## src/rtl/qarma_key_ctrl.sv

```systemverilog
// QARMA key-schedule controller: latches the master key, derives w1/k1 once, then
// sequences the 2R+3 whitening/round/reflect keys to the datapath over a valid/ready handshake.
module qarma_key_ctrl #(
  parameter int N = 128,
  parameter int R = 11
) (
  input  logic                 clk,
  input  logic                 rst_n,
  input  logic [2*N-1:0]       key,
  input  logic                 key_valid,
  output logic                 key_ready,
  input  logic                 start_valid,
  output logic                 start_ready,
  output logic                 rk_valid,
  input  logic                 rk_ready,
  output logic [2:0]           step_kind,
  output logic [$clog2(R)-1:0] round_idx,
  output logic [N-1:0]         rk,
  output logic                 busy,
  output logic                 done
);

  localparam int SW = $clog2(2*R+3);
  localparam int IW = $clog2(R);
  localparam logic [SW-1:0] FWD_END = SW'(R);
  localparam logic [SW-1:0] REFL    = SW'(R+1);
  localparam logic [SW-1:0] BWD_END = SW'(2*R+1);
  localparam logic [SW-1:0] LAST    = SW'(2*R+2);

  typedef enum logic [1:0] {IDLE, SPEC, RUN, DONE} state_t;

  state_t          state;
  logic [SW-1:0]   step_cnt;
  logic [SW-1:0]   nxt_step;
  logic            key_loaded;
  logic [N-1:0]    w0, k0, w1, k1;
  logic [2:0]      nxt_kind;
  logic [IW-1:0]   nxt_idx;
  logic [N-1:0]    nxt_rk;
  logic            key_hs, start_hs;

  assign key_ready   = (state == IDLE);
  assign start_ready = (state == IDLE) && key_loaded && !key_valid;
  assign key_hs      = key_ready && key_valid;
  assign start_hs    = start_ready && start_valid;

  // Decode the step about to be presented so the outputs can be registered directly.
  always_comb begin
    nxt_step = (state == RUN) ? step_cnt + SW'(1) : '0;
    nxt_kind = 3'd0;
    nxt_idx  = '0;
    nxt_rk   = w0;
    if (nxt_step == '0) begin
      nxt_kind = 3'd0;
      nxt_rk   = w0;
    end else if (nxt_step <= FWD_END) begin
      nxt_kind = 3'd1;
      nxt_idx  = IW'(nxt_step - SW'(1));
      nxt_rk   = k0;
    end else if (nxt_step == REFL) begin
      nxt_kind = 3'd2;
      nxt_rk   = k1;
    end else if (nxt_step <= BWD_END) begin
      nxt_kind = 3'd3;
      nxt_idx  = IW'(BWD_END - nxt_step);
      nxt_rk   = k1;
    end else begin
      nxt_kind = 3'd4;
      nxt_rk   = w1;
    end
  end

  always_ff @(posedge clk or negedge rst_n) begin
    if (!rst_n) begin
      state      <= IDLE;
      step_cnt   <= '0;
      key_loaded <= 1'b0;
      w0         <= '0;
      k0         <= '0;
      w1         <= '0;
      k1         <= '0;
      rk_valid   <= 1'b0;
      done       <= 1'b0;
      busy       <= 1'b0;
      rk         <= '0;
      step_kind  <= 3'd0;
      round_idx  <= '0;
    end else begin
      done <= 1'b0;
      case (state)
        IDLE: begin
          if (key_hs) begin
            w0    <= key[2*N-1:N];
            k0    <= key[N-1:0];
            state <= SPEC;
          end else if (start_hs) begin
            state     <= RUN;
            step_cnt  <= '0;
            busy      <= 1'b1;
            rk_valid  <= 1'b1;
            step_kind <= nxt_kind;
            round_idx <= nxt_idx;
            rk        <= nxt_rk;
          end
        end
        SPEC: begin
          // w1 = w0 rotated right by one with the new LSB xored with the old MSB.
          w1         <= {w0[0], w0[N-1:2], w0[1] ^ w0[N-1]};
          k1         <= k0;
          key_loaded <= 1'b1;
          state      <= IDLE;
        end
        RUN: begin
          if (rk_valid && rk_ready) begin
            if (step_cnt == LAST) begin
              state    <= DONE;
              rk_valid <= 1'b0;
              done     <= 1'b1;
            end else begin
              step_cnt  <= nxt_step;
              step_kind <= nxt_kind;
              round_idx <= nxt_idx;
              rk        <= nxt_rk;
            end
          end
        end
        DONE: begin
          busy     <= 1'b0;
          step_cnt <= '0;
          state    <= IDLE;
        end
        default: state <= IDLE;
      endcase
    end
  end

endmodule

```

## config.mk

```make
export PLATFORM = sky130hd
export DESIGN_NAME = qarma_key_ctrl
export DESIGN_NICKNAME = d
export VERILOG_FILES = /design/src/rtl/qarma_key_ctrl.sv
export SDC_FILE = /design/constraint.sdc
export NUM_CORES = 1
export LEC_CHECK = 0
export BUFFER_PORTS_ARGS = -buffer_cell sky130_fd_sc_hd__buf_2
export CAP_MARGIN = 20
export CORE_ASPECT_RATIO = 0.5
export CORE_MARGIN = 2
export CORE_UTILIZATION = 45
export CTS_CLUSTER_SIZE = 12
export DETAILED_ROUTE_END_ITERATION = 10
export PLACE_DENSITY = 0.65
export SLEW_MARGIN = 25
export SYNTH_ARGS = -nofsm -noshare
export SYNTH_HDL_FRONTEND = slang
export SYNTH_SLANG_ARGS = --single-unit
```

## constraint.sdc

```tcl
create_clock -name clk -period 8 [get_ports clk]
set_input_delay 0 -clock clk [delete_from_list [all_inputs] [get_ports clk]]
set_output_delay 0 -clock clk [all_outputs]
set_load 0.05 [all_outputs]
```

# Word level (Yosys, flattened, before mapping)

Cells that the tools add are included.

$add $sub $neg: 3
Magnitude comparators: 2
Eq/ne operators: 11
Multiplexer cells: 47
Bitwise logic cells: 1
Reduce and logical (&&, ||, !) cells: 18

Operator list:

| operator            | number |
|---|---|
| $mux 128            | 8 |
| $pmux 128 s2        | 1 |
| $mux 4              | 8 |
| $mux 5              | 5 |
| $mux 3              | 8 |
| $pmux 5 s3          | 1 |
| $reduce_and 5->1    | 3 |
| $mux 2              | 4 |
| $pmux 4 s2          | 1 |
| $mux 1              | 7 |
| $ne 2x1->1 const B  | 3 |
| $pmux 2 s3          | 1 |
| $pmux 3 s2          | 1 |
| $reduce_and 3->1    | 2 |
| $add 5x1->5 const B | 1 |
| $eq 5x4->1 const B  | 1 |
| $eq 5x5->1 const B  | 1 |
| $le 5x4->1 const B  | 1 |
| $le 5x5->1 const B  | 1 |
| $logic_and 1x1->1   | 5 |
| $logic_not 5->1     | 1 |
| $eq 2x2->1 const B  | 2 |
| $ne 2x2->1 const B  | 2 |
| $pmux 1 s2          | 2 |
| 11 further kinds    | 12 |

Bits in registers: 658
Input port bits: 261
Output and inout port bits: 140

# Longest topological paths before layout

Word-level depth: 10
Mapped depth: 13
Mapped depth without buffers: 11

# Least setup slack after synthesis

No wires, ideal clock.

Path kind: reg2reg
From: register state[1]
To: register rk[0]
Setup time: 0.126 ns
Arrival: 3.543 ns
Required time: 7.874 ns
Path slack: 4.331 ns
Stages on the path, launching flop included: 9
Buffers on the path: 4
Path through: dfrtp_1 -> buf_4 -> nor4b_1 -> and2_1 -> a21oi_1 -> buf_2 -> buf_2 -> buf_2 -> a221o_1

Elaborated cells between the ends (all ways): 26
Classes of those cells: order compare (2); eq/ne (6); mux (10); reduce/logical (8)

RTL lines:

| what                              | RTL line | text |
|---|---|---|
| from (decl)                       | 32       | `state_t state;` |
| from (signal assigned)            | 75       | `state <= IDLE;` |
| from (signal assigned)            | 95       | `state <= SPEC;` |
| from (signal assigned)            | 97       | `state <= RUN;` |
| $logic_not 2->1                   | 43       | `assign start_ready = (state == IDLE) && key_loaded && !key_valid;` |
| $logic_and 1x1->1 (2 in a row)    | 43       |  |
| net start_ready                   | 13       | `output logic start_ready,` |
| $logic_and 1x1->1                 | 45       | `assign start_hs = start_ready && start_valid;` |
| $ne 2x1->1 (no source line)       | n/a      |  |
| $reduce_and 5->1 (no source line) | n/a      |  |
| to (signal assigned)              | 103      | `rk <= nxt_rk;` |
| to (signal assigned)              | 123      | `rk <= nxt_rk;` |
| to (decl)                         | 18       | `output logic [N-1:0] rk,` |

The timed path passes the listed nets, and every way through them passes these cells. The select of a mux whose other input is x is not followed.
A chain may end at the register's enable or synchronous reset.

# Worst setup path after layout

From: register state[1]
To: register rk[119]

Word-level cells in the longest chain between the ends: 10
Elaborated cells between the ends (all ways): 26
Classes of those cells: order compare (2); eq/ne (6); mux (10); reduce/logical (8)

RTL lines:

| what                               | RTL line | text |
|---|---|---|
| $eq 2x2->1                         | 49, 90   |  |
| $mux 5                             | 49       | `nxt_step = (state == RUN) ? step_cnt + SW'(1) : '0;` |
| $le 5x5->1                         | 63       | `end else if (nxt_step <= BWD_END) begin` |
| $mux 128                           | 63       |  |
| $mux 128                           | 60       | `end else if (nxt_step == REFL) begin` |
| $mux 128                           | 56       | `end else if (nxt_step <= FWD_END) begin` |
| $mux 128                           | 53       | `if (nxt_step == '0) begin` |
| $mux 128, on equally long branches | 115, 96  |  |
| $mux 128, on equally long branches | 114, 92  |  |
| $pmux 128 s2                       | 90       | `case (state)` |

Parallel ways exist; a longest one is shown, timed or not. The select of a mux whose other input is x is not followed.

==> qor.txt <==
RUN STATUS
-------------------------------------------------------------------------------
Outcome                                                            finished clean

ROUTE
-------------------------------------------------------------------------------
DRC Markers                                                                   0
Detailed-route wire length per cell                                     22.1 um
Total number of vias                                                     18,900
Total iterations of the first detailed-routing run                            5
Detail Route Antenna Nets                                                     0
Iteration-0 DRC Markers                                                   1,156
Vias/cell                                                                  5.65
Final WL                                                              73,900 um

FLOORPLANNING
-------------------------------------------------------------------------------
Area of the die                                                      62,700 um2
Die outline width                                                        352 um
Area of the placeable core                                           59,500 um2
# IOs                                                                       401
Chip Height                                                              178 um
Number of core rows                                                          63
Initial cell density of the core                                          45.8%

STA
-------------------------------------------------------------------------------
Setup TNS                                                                  0 ns
Largest clock skew in the final design                                0.0187 ns
Final slew viol count                                                         0
Worst-margin pin slew                                                   1.08 ns
Final setup violation count                                                   0
Maximum frequency from static timing analysis                           242 MHz
Final Hold Violating Endpoints                                                0
Max-Slew Margin vs Limit                                                  28.3%
Final period util                                                         51.6%
Shortest period the worst path allows                                   4.13 ns
Setup repair after global routing missed its margin                       false
Worst hold slack                                                      0.0920 ns

SYNTH
-------------------------------------------------------------------------------
Primary flip-flop cell chosen by synthesis mapping                      dfrtp_1
Post-synthesis average cell area                                       14.2 um2
Number of standard cells after synthesis                                  1,923
Proportion of synthesized chip area in sequential cells                   60.4%
Yosys top cell area share                                                 60.4%
Count of different cell masters after synthesis                              41
Post-synthesis cell area                                             27,300 um2
Net Count, Synth                                                          2,188
Yosys warns                                                                   0
Library cell with the largest summed area after synthesis               dfrtp_1
Synth top area cells                                               dfrtp_1, mux2_2, a221o_1, a221oi_1, a221oi_2
Number of enable-type register cells in the synthesized netlist               0
Share of flip-flops with an asynchronous set or reset                      100%
Flops & latches, synth                                                      658

CLOCKING
-------------------------------------------------------------------------------
Number of buffers added to fix hold violations after cts                    261
Number of sinks handled by clock tree synthesis                             658
Post-CTS sizing                                                               0
TritonCTS clock tree                                                        yes
Clock tree root driver cell                                           clkbuf_16
Number of CTS-inserted buffers                                               61
Maximum clock insertion buffer count                                          3
Clock latency on the worst-skew pair                                    0.61 ns
H-Tree Level Count                                                            2
Clock-pin transition on the worst setup and hold timing paths           0.06 ns
Post CTS Setup Buffer Count                                                   0

WORST SETUP PATH
-------------------------------------------------------------------------------
Data arrival time of the worst path                                     4.66 ns
Critical Path Sink Type                                               flip-flop
Cells traversed along the worst timing path                        nor2b_1 -> nand2_1 -> inv_1 -> ha_1 -> or3b_2 -> nor2_1 -> o21a_4 -> buf_4 -> a221oi_1 -> nor2_1 -> a221o_1
Largest incremental delay on the critical path                          0.94 ns
Startpoint types                                                      flip-flop
Master of the slowest instance on the critical path                       buf_4
Worst flop-to-flop path endpoint                                        rk[119]
Worst setup path startpoint                                            state[1]
Cell family with most CP delay                                     simple AND/OR/NAND/NOR gates
Critical Setup Path Class                                          flip-flop to flip-flop
Reg2Reg Setup Slack                                                     3.87 ns
Worst reg2reg path startpoint                                          state[1]
Cell type with the highest occurrence count on the critical path         nor2_1
Number of buffers and inverters on the critical path                          2
Required time worst endpoint                                            8.54 ns
Largest fanout on the critical path                                          62
Worst reg-to-reg path cell count                                             11
Logic depth of the worst path, buffers included                              11
Capturing element of the worst setup path                               rk[119]

PLACED DESIGN
-------------------------------------------------------------------------------
Placed instance area                                                 29,900 um2
Port Buffer Count                                                           400
Placer Congestion                                                         0.803
Placed wire-length estimate                                           42,100 um

GLOBAL ROUTE
-------------------------------------------------------------------------------
Global Route met2 Usage                                                   40.6%
Met3 Usage GRT                                                            3.26%
Overall global routing resource usage                                     23.1%
Largest net degree at the start of global routing                           161
Grt total ovfl                                                                0
First-pass GRT wire length                                           114,000 um
M1 GR Usage                                                               29.2%
Antenna violations before repair                                              1
Most utilized layer in the global route result                             met2
Number of global-route vias before repair                                19,700

CELLS AND AREA
-------------------------------------------------------------------------------
Final-stage net count                                                     2,779
Most frequent cells in the layout                                  dfrtp_1, mux2_2, buf_2, dlygate4sd3_1, nor2_1
Multi-input logic area                                               10,200 um2
Area taken by flip-flops and latches                                 16,500 um2
Filler cells                                                              4,804
Final core utilization                                                    57.5%
Post-route design area                                               34,200 um2
Synthesis-to-finish area growth                                           25.6%
Fraction of layout instances using a drive strength above 1               42.1%
Most common cell after layout, fill and taps aside                      dfrtp_1

PWR
-------------------------------------------------------------------------------
Switch Pwr                                                              5.60 mW
Maximum ir drop on the vdd rail                                        0.275 mV
Part of the power in combinational logic                                  39.6%
Sequential share of power                                                 42.5%
Clk network pwr share                                                     18.0%
Net switching fraction of the power                                       38.5%
Tot Pwr                                                                 14.5 mW
Total power per unit cell area                                       424 nW/um2
Leakage component of the power                                          15.0 nW
Internal Power                                                          8.93 mW

FLOW RUN
-------------------------------------------------------------------------------
Max-cap violations                                                            0

MIN PATH
-------------------------------------------------------------------------------
Path category of the worst min-delay check                         input port to async pin

state kept, by name, summed over array words and instances, names as in the netlist:
register and flops:
rk 128, done 1, step_kind 3, k1 128
state 2, w1 128, key_loaded 1, rk_valid 1
busy 1, k0 128, step_cnt 5, w0 128
round_idx 4
cells in the mapped netlist, types with 3 or more instances:
cell type and number:
buf_2 34, nor2b_1 3, dfrtp_1 658, a21oi_1 5, buf_4 5, a221oi_1 86
o21a_1 3, clkbuf_1 115, a221oi_2 42, a221o_1 128, o21ai_1 21, mux2_2 514
xnor2_1 4, buf_1 4, ha_1 4, o21ai_0 108, a21o_1 3, a22o_1 6
inv_1 5, nor2_1 139, nand3_1 3, nand2_1 7
metal layers:
metal | up-vias | share of wire, %
li1 | 8383 | -
met3 | 172 | 3.9
met1 | 9851 | 41
met5 | - | 0
met4 | 0 | 3.9
met2 | 462 | 51
worst min path at each step:
stage | depth (start not counted) | start | slack, ns | endpoint
after floorplan | 0 | rst_n | -0.30 | busy
after global placement | 1 | rst_n | 0.12 | k0[112]
after detailed placement | 1 | rst_n | 0.12 | w0[113]
after CTS | 2 | rst_n | 0.06 | w0[113]
after global routing | 3 | key[26] | 0.13 | k0[26]
final | 2 | rst_n | 0.09 | rk[112]
kinds of logic (layout without fill, tap and decap cells):
logic type               count (synthesis)  after routing  share of synthesized area, %
XOR/XNOR                                 5              5                         0.161
AND/OR/NAND/NOR                        171            171                          2.66
flip-flops                             658            658                          60.4
AO/OA/AOI/OAI                          405            405                          12.7
buffers and inverters                  164            766                          2.51
other                                    0              2                             0
multiplexers                           516            516                          21.4
adder cells (fa/ha/maj)                  4              4                         0.184
worst register-to-register path: cells and delay by family (launching register included):
| family | cells | cell delay (ns) |
|---|---|---|
| simple gates | 5 | 1.27 |
| compound gates | 3 | 1.10 |
| buf+inv | 2 | 1.01 |
| flops | 1 | 0.50 |
| fa+ha+maj | 1 | 0.18 |
metrics by stage:
| stage | worst slack [ns] | cells |
|---|---|---|
| floorplan | 4.33 | 1923 |
| detailed placement | 3.87 | 3001 |
| global placement | 4.01 | 3000 |
| CTS | 3.90 | 3336 |
| finish | 3.87 | 3339 |
| global route | 3.64 | 3338 |
power by group through the flow:
stage	combinational [mW]	sequential [mW]	clock [mW]
2_1_floorplan	3.24	6.99	0
3_3_place_gp	5.52	6.15	0
3_5_place_dp	5.65	6.21	0
4_1_cts	5.77	6.16	2.68
5_1_grt	6.13	6.38	2.81
6_report	5.75	6.17	2.61
area by class of cell:
class | count | share of cell area [%]
multi-input cells | 1101 | 29.7
inverters | 5 | 0.0548
clock buffers | 72 | 4.76
repair buffers | 687 | 14.4
flip-flops and latches | 658 | 48.1
clock inverters | 2 | 0.0402
diodes | 2 | 0.0146
well taps | 812 | 2.97
Note: power is estimated with default switching activity, not from simulation.
